===== src/rtl/spm_job_sequencer_if.sv =====
// Host/SPM bundle for the scratchpad job sequencer.
// master = host/SPM side, slave = sequencer side.
interface spm_job_sequencer_if #(
    parameter int JOB_DEPTH = 4,
    parameter int TIMEOUT_W = 16,
    parameter int CNT_W     = 8
);
    localparam int LW = $clog2(JOB_DEPTH) + 1;

    logic                 job_wr_en;
    logic [31:0]          job_wr_data;
    logic                 job_full;
    logic [LW-1:0]        job_level;
    logic                 run;
    logic                 abort;
    logic [TIMEOUT_W-1:0] timeout_limit;
    logic [31:0]          spm_csr_out;
    logic [31:0]          spm_status_in;
    logic                 busy;
    logic                 job_done;
    logic                 err_timeout;
    logic [CNT_W-1:0]     jobs_completed;

    modport master (
        output job_wr_en, job_wr_data, run, abort,
        output timeout_limit, spm_status_in,
        input  job_full, job_level, spm_csr_out,
        input  busy, job_done, err_timeout, jobs_completed
    );

    modport slave (
        input  job_wr_en, job_wr_data, run, abort,
        input  timeout_limit, spm_status_in,
        output job_full, job_level, spm_csr_out,
        output busy, job_done, err_timeout, jobs_completed
    );
endinterface


===== src/rtl/spm_job_sequencer.sv =====
// Scratchpad job sequencer: queues host descriptors, drives each as the
// SPM config word and waits for ingress / write-back completion.
// Ports: clk, rst (sync, active-high), bus (spm_job_sequencer_if.slave):
//   job push side (job_wr_en/data, job_full, job_level), control
//   (run, abort, timeout_limit), SPM side (spm_csr_out, spm_status_in)
//   and status (busy, job_done, err_timeout, jobs_completed).
module spm_job_sequencer #(
    parameter int JOB_DEPTH = 4,
    parameter int BANK_SIZE = 512,
    parameter int TIMEOUT_W = 16,
    parameter int CNT_W     = 8
) (
    input  logic               clk,
    input  logic               rst,
    spm_job_sequencer_if.slave bus
);
    localparam int NW = $clog2(BANK_SIZE);
    localparam int AW = $clog2(JOB_DEPTH);
    localparam int LW = AW + 1;

    typedef enum logic [2:0] {
        IDLE, ISSUE, INGRESS, EGRESS, DONE, ERR
    } state_t;

    state_t               state;
    logic [31:0]          mem [JOB_DEPTH];
    logic [AW-1:0]        wr_ptr;
    logic [AW-1:0]        rd_ptr;
    logic [LW-1:0]        level;
    logic [LW-1:0]        level_nxt;
    logic                 full;
    logic [31:0]          cur_job;
    logic [31:0]          csr;
    logic                 busy_q;
    logic                 done_q;
    logic                 err_q;
    logic [CNT_W-1:0]     n_done;
    logic [TIMEOUT_W-1:0] wd;
    logic                 kfin_q;
    logic                 ifin_q;

    logic kfin_rise;
    logic ifin_rise;
    logic phase_fin;
    logic expire;
    logic has_in;
    logic need_wb;
    logic pop;
    logic push;
    logic unused_status;

    // Only rising edges count, so a fin left high by the previous
    // job cannot complete the current phase.
    assign kfin_rise = bus.spm_status_in[0] & ~kfin_q;
    assign ifin_rise = bus.spm_status_in[1] & ~ifin_q;
    assign phase_fin = (state == INGRESS) ? ifin_rise : kfin_rise;
    assign unused_status = ^bus.spm_status_in[31:2];

    assign has_in  = |cur_job[8 +: NW];
    assign need_wb = cur_job[2] & (|cur_job[8+NW +: NW]);

    assign expire = (bus.timeout_limit != '0) &&
                    (wd == bus.timeout_limit - TIMEOUT_W'(1));

    assign pop  = (state == IDLE) & bus.run &
                  (level != '0) & ~bus.abort;
    // A pop in the same cycle frees a slot, so a push while full is
    // still accepted then.
    assign push = bus.job_wr_en & (~full | pop) & ~bus.abort;

    always_comb begin
        level_nxt = level;
        if (push & ~pop)
            level_nxt = level + LW'(1);
        else if (pop & ~push)
            level_nxt = level - LW'(1);
    end

    always_ff @(posedge clk) begin
        if (push)
            mem[wr_ptr] <= bus.job_wr_data;
    end

    always_ff @(posedge clk) begin
        if (rst || bus.abort) begin
            wr_ptr <= '0;
            rd_ptr <= '0;
            level  <= '0;
            full   <= 1'b0;
        end else begin
            if (push)
                wr_ptr <= wr_ptr + AW'(1);
            if (pop)
                rd_ptr <= rd_ptr + AW'(1);
            level <= level_nxt;
            full  <= (level_nxt == LW'(JOB_DEPTH));
        end
    end

    always_ff @(posedge clk) begin
        if (rst) begin
            state   <= IDLE;
            cur_job <= '0;
            csr     <= '0;
            busy_q  <= 1'b0;
            done_q  <= 1'b0;
            err_q   <= 1'b0;
            n_done  <= '0;
            wd      <= '0;
            kfin_q  <= 1'b0;
            ifin_q  <= 1'b0;
        end else begin
            kfin_q <= bus.spm_status_in[0];
            ifin_q <= bus.spm_status_in[1];
            done_q <= 1'b0;
            if (bus.abort) begin
                state   <= IDLE;
                cur_job <= '0;
                csr     <= '0;
                busy_q  <= 1'b0;
                err_q   <= 1'b0;
                wd      <= '0;
            end else begin
                unique case (state)
                    IDLE: begin
                        csr <= '0;
                        if (pop) begin
                            cur_job <= mem[rd_ptr];
                            busy_q  <= 1'b1;
                            state   <= ISSUE;
                        end
                    end
                    ISSUE: begin
                        csr <= cur_job;
                        wd  <= '0;
                        if (has_in)
                            state <= INGRESS;
                        else if (need_wb)
                            state <= EGRESS;
                        else begin
                            state  <= DONE;
                            done_q <= 1'b1;
                            n_done <= n_done + CNT_W'(1);
                        end
                    end
                    INGRESS, EGRESS: begin
                        // A fin event beats a same-cycle expiry.
                        if (phase_fin) begin
                            wd <= '0;
                            if (state == INGRESS && need_wb)
                                state <= EGRESS;
                            else begin
                                state  <= DONE;
                                done_q <= 1'b1;
                                n_done <= n_done + CNT_W'(1);
                            end
                        end else if (expire) begin
                            state <= ERR;
                            csr   <= '0;
                            err_q <= 1'b1;
                        end else
                            wd <= wd + TIMEOUT_W'(1);
                    end
                    DONE: begin
                        state  <= IDLE;
                        busy_q <= 1'b0;
                    end
                    ERR: begin
                        csr <= '0;
                    end
                    default: state <= IDLE;
                endcase
            end
        end
    end

    assign bus.job_full       = full;
    assign bus.job_level      = level;
    assign bus.spm_csr_out    = csr;
    assign bus.busy           = busy_q;
    assign bus.job_done       = done_q;
    assign bus.err_timeout    = err_q;
    assign bus.jobs_completed = n_done;
endmodule


===== src/flat_wrapper.sv =====
// flat-port wrapper written by rule: the top's interface ports become plain ports
module spm_job_sequencer_flat 
#(
    parameter int JOB_DEPTH = 4,
    parameter int BANK_SIZE = 512,
    parameter int TIMEOUT_W = 16,
    parameter int CNT_W     = 8
)
  (clk, rst, bus_job_wr_en, bus_job_wr_data, bus_run, bus_abort, bus_timeout_limit, bus_spm_status_in, bus_job_full, bus_job_level, bus_spm_csr_out, bus_busy, bus_job_done, bus_err_timeout, bus_jobs_completed);
  spm_job_sequencer_if #(.JOB_DEPTH(JOB_DEPTH), .TIMEOUT_W(TIMEOUT_W), .CNT_W(CNT_W)) bus_i ();
  input  logic clk;
  input  logic rst;
  input wire logic [$bits(bus_i.job_wr_en)-1:0] bus_job_wr_en;
  input wire logic [$bits(bus_i.job_wr_data)-1:0] bus_job_wr_data;
  input wire logic [$bits(bus_i.run)-1:0] bus_run;
  input wire logic [$bits(bus_i.abort)-1:0] bus_abort;
  input wire logic [$bits(bus_i.timeout_limit)-1:0] bus_timeout_limit;
  input wire logic [$bits(bus_i.spm_status_in)-1:0] bus_spm_status_in;
  output wire logic [$bits(bus_i.job_full)-1:0] bus_job_full;
  output wire logic [$bits(bus_i.job_level)-1:0] bus_job_level;
  output wire logic [$bits(bus_i.spm_csr_out)-1:0] bus_spm_csr_out;
  output wire logic [$bits(bus_i.busy)-1:0] bus_busy;
  output wire logic [$bits(bus_i.job_done)-1:0] bus_job_done;
  output wire logic [$bits(bus_i.err_timeout)-1:0] bus_err_timeout;
  output wire logic [$bits(bus_i.jobs_completed)-1:0] bus_jobs_completed;
  assign bus_i.job_wr_en = bus_job_wr_en;
  assign bus_i.job_wr_data = bus_job_wr_data;
  assign bus_i.run = bus_run;
  assign bus_i.abort = bus_abort;
  assign bus_i.timeout_limit = bus_timeout_limit;
  assign bus_i.spm_status_in = bus_spm_status_in;
  assign bus_job_full = bus_i.job_full;
  assign bus_job_level = bus_i.job_level;
  assign bus_spm_csr_out = bus_i.spm_csr_out;
  assign bus_busy = bus_i.busy;
  assign bus_job_done = bus_i.job_done;
  assign bus_err_timeout = bus_i.err_timeout;
  assign bus_jobs_completed = bus_i.jobs_completed;
  spm_job_sequencer #(.JOB_DEPTH(JOB_DEPTH), .BANK_SIZE(BANK_SIZE), .TIMEOUT_W(TIMEOUT_W), .CNT_W(CNT_W)) u_core (.clk(clk), .rst(rst), .bus(bus_i));
endmodule

===== config.mk =====
export PLATFORM = sky130hd
export DESIGN_NAME = spm_job_sequencer_flat
export DESIGN_NICKNAME = d
export VERILOG_FILES = /design/src/rtl/spm_job_sequencer_if.sv /design/src/rtl/spm_job_sequencer.sv /design/src/flat_wrapper.sv
export SDC_FILE = /design/constraint.sdc
export NUM_CORES = 1
export LEC_CHECK = 0
export BUFFER_PORTS_ARGS = -buffer_cell sky130_fd_sc_hd__buf_2
export CAP_MARGIN = 0
export CORE_ASPECT_RATIO = 0.75
export CORE_UTILIZATION = 45
export DETAILED_ROUTE_END_ITERATION = 16
export GPL_TIMING_DRIVEN = 0
export PLACE_DENSITY = 0.72
export SLEW_MARGIN = 20
export SYNTH_ARGS = -nofsm -noshare
export SYNTH_HDL_FRONTEND = slang
export SYNTH_SLANG_ARGS = --single-unit

===== constraint.sdc =====
create_clock -name clk -period 3.2 [get_ports clk]
set_input_delay 0.48 -clock clk [delete_from_list [all_inputs] [get_ports clk]]
set_output_delay 0.48 -clock clk [all_outputs]
set_load 0.01 [all_outputs]

---- After elaboration in Yosys (flattened, before gate mapping) ----
Memory sizes are Yosys's and may differ from the RTL's. A register that Yosys moved wholly into a read port is not among the register bits.
Index checks and enable logic that the tools add are counted.
word-level totals
  word-level logic and storage cells ...... 107
  output and inout bits ................... 47
  memories kept ........................... 1
  input port bits ......................... 85
  RAM bits ................................ 128
  bits in registers ....................... 72
cells by class
  bitwise gates (word level) .............. 19
  add/subtract/negate cells ............... 7
  reductions and logical operators ........ 21
  equality and inequality tests ........... 16
  multiplexer cells ....................... 30
memory list
  name        depth  bits a word  read ports  clocked after Yosys merged registers in  write ports  line                     RTL
  u_core.mem  4      32           1           1                                        1            spm_job_sequencer.sv:26  logic [31:0] mem [JOB_DEPTH];
operators by type and width
  operator                                             count
  case mux 32 bit (3 select lines)                     1
  two-way mux 32 bit                                   2
  two-way mux 16 bit                                   2
  two-way mux 8 bit                                    4
  case mux 16 bit (2 select lines)                     1
  two-way mux 3 bit                                    8
  OR reduction 9 bit                                   2
  adder 16 x 1 -> 16 bit (second input constant)       1
  == test 16 bit                                       1
  case mux 8 bit (2 select lines)                      1
  nonzero test 16 bit                                  1
  subtractor 16 x 1 -> 16 bit (second input constant)  1
  case mux 3 bit (4 select lines)                      1
  AND 1 bit                                            10
  == test 3 bit (second input constant)                3
  AND reduction 3 bit                                  3
  adder 8 x 1 -> 8 bit (second input constant)         1
  two-way mux 1 bit                                    8
  != test 2 bit (second input constant)                4
  inverter 1 bit                                       8
  == test 3 x 2 -> 1 bit (second input constant)       2
  != test 2 x 1 -> 1 bit (second input constant)       3
  AND reduction 2 bit                                  3
  AND reduction 6 bit                                  1
  other kinds (14)                                     21

---- Logic depth before layout (Yosys ltp) ----
  depth after elaboration ................. 12
  gate-level depth with buffers ........... 14
  mapped depth without buffers ............ 11

---- Least setup slack after synthesis ----
No wires, ideal clock.
  kind .................................... input -> register
  start ................................... input port bus_timeout_limit[0]
  end ..................................... register u_core.csr[0], in the netlist u_core.bus.spm_csr_out[0]
  required time ........................... 3.083 ns
  cell stages on the path ................. 12
  arrival time ............................ 2.932 ns
  path buffers ............................ 2
  path slack .............................. 0.151 ns
  setup time .............................. 0.117 ns
  path through ............................ inv_1 ha_1 or4b_4 buf_6 a211o_1 a32o_1 a21oi_1 o211a_2 nand4_1 a31o_2 clkbuf_1 a22o_1
between the ends
  word-level cells in the longest chain between the ends .. 5
  elaborated cells on any way between the ends .. 6
  those cells by class .................... add/sub: 1; eq/ne: 2; reduce/logical: 3
ends and longest elaborated chain
  what                                       line                      RTL
  from (decl)                                flat_wrapper.sv:17        input wire logic [$bits(bus_i.timeout_limit)-1:0] bus_timeout_limit;
  subtractor 16 x 1 -> 16 bit                spm_job_sequencer.sv:63   (wd == bus.timeout_limit - TIMEOUT_W'(1));
  == test 16 bit                             spm_job_sequencer.sv:63
  logical AND 1 bit *                        spm_job_sequencer.sv:62   assign expire = (bus.timeout_limit != '0) &&
  != test 2 x 1 -> 1 bit (no source line) *  --
  AND reduction 3 bit (no source line) *     --
  to (signal assigned)                       spm_job_sequencer.sv:134  csr <= cur_job;
  to (decl)                                  spm_job_sequencer.sv:33   logic [31:0] csr;
Every way passes the cells marked *; elsewhere a longest branch is shown, timed or not.
A chain may end at the register's enable or synchronous reset.

---- Worst setup path in the final report ----
  start ................................... input port bus_timeout_limit[0]
  end ..................................... register u_core.csr[25], in the netlist u_core.bus.spm_csr_out[25]
The elaborated chain is that of the path after synthesis.

==> out/qor.log <==
qor: run_status.result_of_the_run complete, no violations
qor: synthesis.async_reset_ff_share 0%
qor: grt.grt_overflow 0
qor: cts.clock_tree_from_tritoncts yes
qor: cts.clock_tree.root_cell clkbuf_16
qor: floorplan.io-pin-count 132
qor: grt.global_route.usage.met2 30.7%
qor: sta.holdWs 0.181 ns
qor: synthesis.synth-warning-count 0
qor: min_path.worst_hold_path_type input pin to register
qor: cts.postCtsSetupBuffers 0
qor: grt.largest_net_degree_at_the_start_of_global_routing 20
qor: drt.drt-initial-drc-count 441
qor: pwr.switching_share 20.6%
qor: cells_and_area.num-nets-final 962
qor: placed_design.dpl_worst_slack -0.571 ns
qor: floorplan.dieArea 21700 um^2
qor: drt.drt_wl_total 20.4 mm
qor: synthesis.syn_area 9510 um^2
qor: cells_and_area.multi_input_comb_area 3330 um^2
qor: pwr.power.share.combinational 3.7%
qor: grt.routing_usage_on_met1 27.2%
qor: floorplan.floorplan.die.height 128 um
qor: setup_path.timing.critical_path.to_type register
qor: setup_path.worst-setup-path-type input pin to register
qor: sta.grt_setup_unrepaired true
qor: cts.cts.sink_count 232
qor: cts.post_cts_clock_slew_at_the_launch_and_capture_registers_of_the_worst_setup_and_hold_paths 0.07 ns
qor: synthesis.synth.top_cell.area_share 40.4%
qor: setup_path.crit_path_start_kind input pin
qor: pwr.ir_drop 0.469 mV
qor: cells_and_area.post_route_cells_drive_above_1_share 22.6%
qor: cells_and_area.seq_area 5930 um^2
qor: grt.top_usage_layer met2
qor: sta.drv_slew 0
qor: floorplan.die_x 170 um
qor: drt.drt_first_pass_iters 4
qor: setup_path.cp_max_fo 10
qor: synthesis.synthCells 740
qor: pwr.cellLeakagePower 3.92 nW
qor: drt.routed-via-count 6317
qor: placed_design.routabilityCongestion 0.847
qor: grt.first_global_vias 6158
qor: sta.post-route-worst-setup-slack 0.141 ns
qor: synthesis.synth_nets 835
qor: placed_design.dpl.hpwl 14.2 mm
qor: pwr.p_sw 1.25 mW
qor: sta.finalSetupViolations 0
qor: sta.report.final.hold_viol_count 0
qor: drt.remaining_drc_errors 0
qor: placed_design.io_buffer_count 98
qor: sta.period_share 95.6%
qor: sta.clock_skew 0.0127 ns
qor: sta.layout_min_cycle_time 3.06 ns
qor: cells_and_area.layoutNonFillerInstCount 1168
qor: cells_and_area.area_growth 18.3%
qor: cells_and_area.final_cell_mix edfxtp_1, dfxtp_1, buf_2
qor: pwr.power.density 540 nW/um^2
qor: setup_path.crit_required 3.60 ns
qor: run.maxCapViolations 0
qor: cts.ctsLongestPathBuffers 3
qor: cts.clock_latency_reported_for_the_late_side_of_the_worst_skew_pair 0.51 ns
qor: synthesis.synth_top_cells_by_area edfxtp_1, dfxtp_1, mux4_2, nand2_1, a22o_1
qor: grt.grt_antenna_before_repair 4
qor: drt.wire_per_inst 17.5 um
qor: floorplan.core 20500 um^2
qor: sta.worst_pin_slew 0.942 ns
qor: cts.cts-htree-levels 1
qor: pwr.power.share.clock 43.8%
qor: synthesis.synth_ff_type edfxtp_1
qor: synthesis.post_synth_num_cell_types 64
qor: synthesis.synthesis.area_per_instance 12.8 um^2
qor: grt.global_route.usage.total 19.3%
qor: pwr.cell_internal_pwr 4.82 mW
qor: floorplan.fp-row-count 45
qor: grt.globalRouteMet3Util 3.77%
qor: cells_and_area.fillers 1729
qor: setup_path.timing.critical_path.arrival 3.46 ns
qor: sta.achievable-frequency 327 MHz
qor: synthesis.cell_type_with_the_highest_aggregate_area_in_the_netlist edfxtp_1
qor: pwr.power_frac_seq 52.4%
qor: drt.detail_route.vias_per_cell 5.41
qor: sta.slew_headroom 37.2%
qor: synthesis.ys_ff_latch 232
qor: drt.drtAntennaViolNets 0
qor: grt.grt_first_pass_wirelength 32.5 mm
qor: synthesis.synth_enable_flop_cells 128
qor: placed_design.placed_cells 1124
qor: floorplan.start_util 46.4%
qor: cts.cts-buffers-inserted 23
qor: cells_and_area.mostFrequentLayoutCell edfxtp_1
qor: synthesis.synth.yosys.seq_area_share 62.3%
-- power groups by stage --
stage / Clock, mW / Sequential [mW] / Combinational (mW)
after global placement: 0 / 3.25 / 0.215
after global routing: 2.82 / 3.19 / 0.253
final: 2.66 / 3.18 / 0.228
after floorplan: 0 / 3.25 / 0.126
after detailed placement: 0 / 3.25 / 0.228
after CTS: 2.71 / 3.18 / 0.229
-- through the flow --
step | utilization (%) | TNS (ns) | total power [mW] | area (um^2)
after global placement | 50.5 | -79.25 | 3.46 | 10300
after CTS | 54.8 | 0 | 6.12 | 11200
after floorplan | - | 0 | 3.37 | 9510
after global routing | 54.9 | -0.388 | 6.26 | 11200
after detailed placement | 51.1 | -21.39 | 3.48 | 10500
final | 54.9 | 0 | 6.08 | 11200
-- cell usage after synthesis, types with 5 or more instances --
cell and n:
edfxtp_1 128, dfxtp_1 104, nand2_1 97, a21oi_1 45
nor2_1 43, a22o_1 33, clkbuf_1 33, mux4_2 32
xnor2_1 24, nand3_1 15, inv_1 13, ha_1 10
nand4_1 10, nor3_1 10, or3_1 10, o21ai_0 9
or4_1 9, nor4_1 8, o211ai_1 7, xor2_1 7
and2_1 6, and3_1 6, buf_1 6, mux2i_1 6
nand2b_1 5
-- layer usage --
metal / routed length [um] / share of wire (%)
met5: 22 / 0.11
met3: 1290 / 6.3
met4: 438 / 2.1
met2: 9300 / 45
met1: 9390 / 46
-- registers in the layout, summed over array words and instances (netlist names) --
register / count
u_core.state: 3
u_core.bus.jobs_completed: 8
u_core.ifin_q: 1
u_core.bus.err_timeout: 1
u_core.kfin_q: 1
u_core.rd_ptr: 2
u_core.bus.job_level: 3
u_core.wd: 16
u_core.cur_job: 32
u_core.wr_ptr: 2
u_core.bus.spm_csr_out: 32
u_core.bus.busy: 1
u_core.bus.job_done: 1
u_core.mem: 128
u_core.bus.job_full: 1
-- repair_timing --
item | in CTS | in global routing
cloned | 0 | 0
gates resized for setup | 1 | 8
hold buffers | 0 | 0
endpoints found under the hold margin | 0 | 0
endpoints found under the setup margin | 12 | 68
-- final cells by class --
class | instances | area share [%]
flip-flops and latches | 232 | 52.7
inverters | 14 | 0.467
clock buffers | 32 | 5.97
clock inverters | 10 | 0.745
well taps | 282 | 3.14
multi-input cells | 450 | 29.6
repair buffers | 102 | 5.34
plain buffers | 44 | 1.99
diodes | 2 | 0.0445
-- final timing paths --
kind                                                    to  slack [ns]  cells past startpoint                     from
worst max-delay path            u_core.bus.spm_csr_out[25]        0.14                     13     bus_timeout_limit[0]
worst min-delay path                     u_core.mem[2][13]        0.18                      1      bus_job_wr_data[13]
worst max register to register            u_core.mem[2][1]        0.21                      9  u_core.bus.job_level[0]
worst min register to register           u_core.cur_job[3]        0.46                      2        u_core.cur_job[3]
-- critical path, cell delays in order --
cell and delay [ns]:
buf_2 0.12, inv_1 0.06, ha_2 0.23, or4b_4 0.48
buf_6 0.16, a211o_1 0.26, a32o_1 0.24, a21oi_1 0.12
o211a_2 0.28, nand4_1 0.18, a31o_2 0.35, clkbuf_2 0.24
a22o_1 0.23
-- cell families (layout without fill, tap and decap cells) --
family                     after synthesis  after routing  share of synthesized area (%)
DFF                                    232            232                           62.3
and+or+nand+nor                        235            235                           12.1
muxes                                   39             39                           8.33
xor gates and xnor gates                31             31                           2.86
buffers and inverters                   58            202                           2.87
AOI/OAI and AO/OA                      135            135                           10.2
adders and majority gates               10             10                           1.32
other                                    0              2                              0
Note: power is estimated with default switching activity, not from simulation.
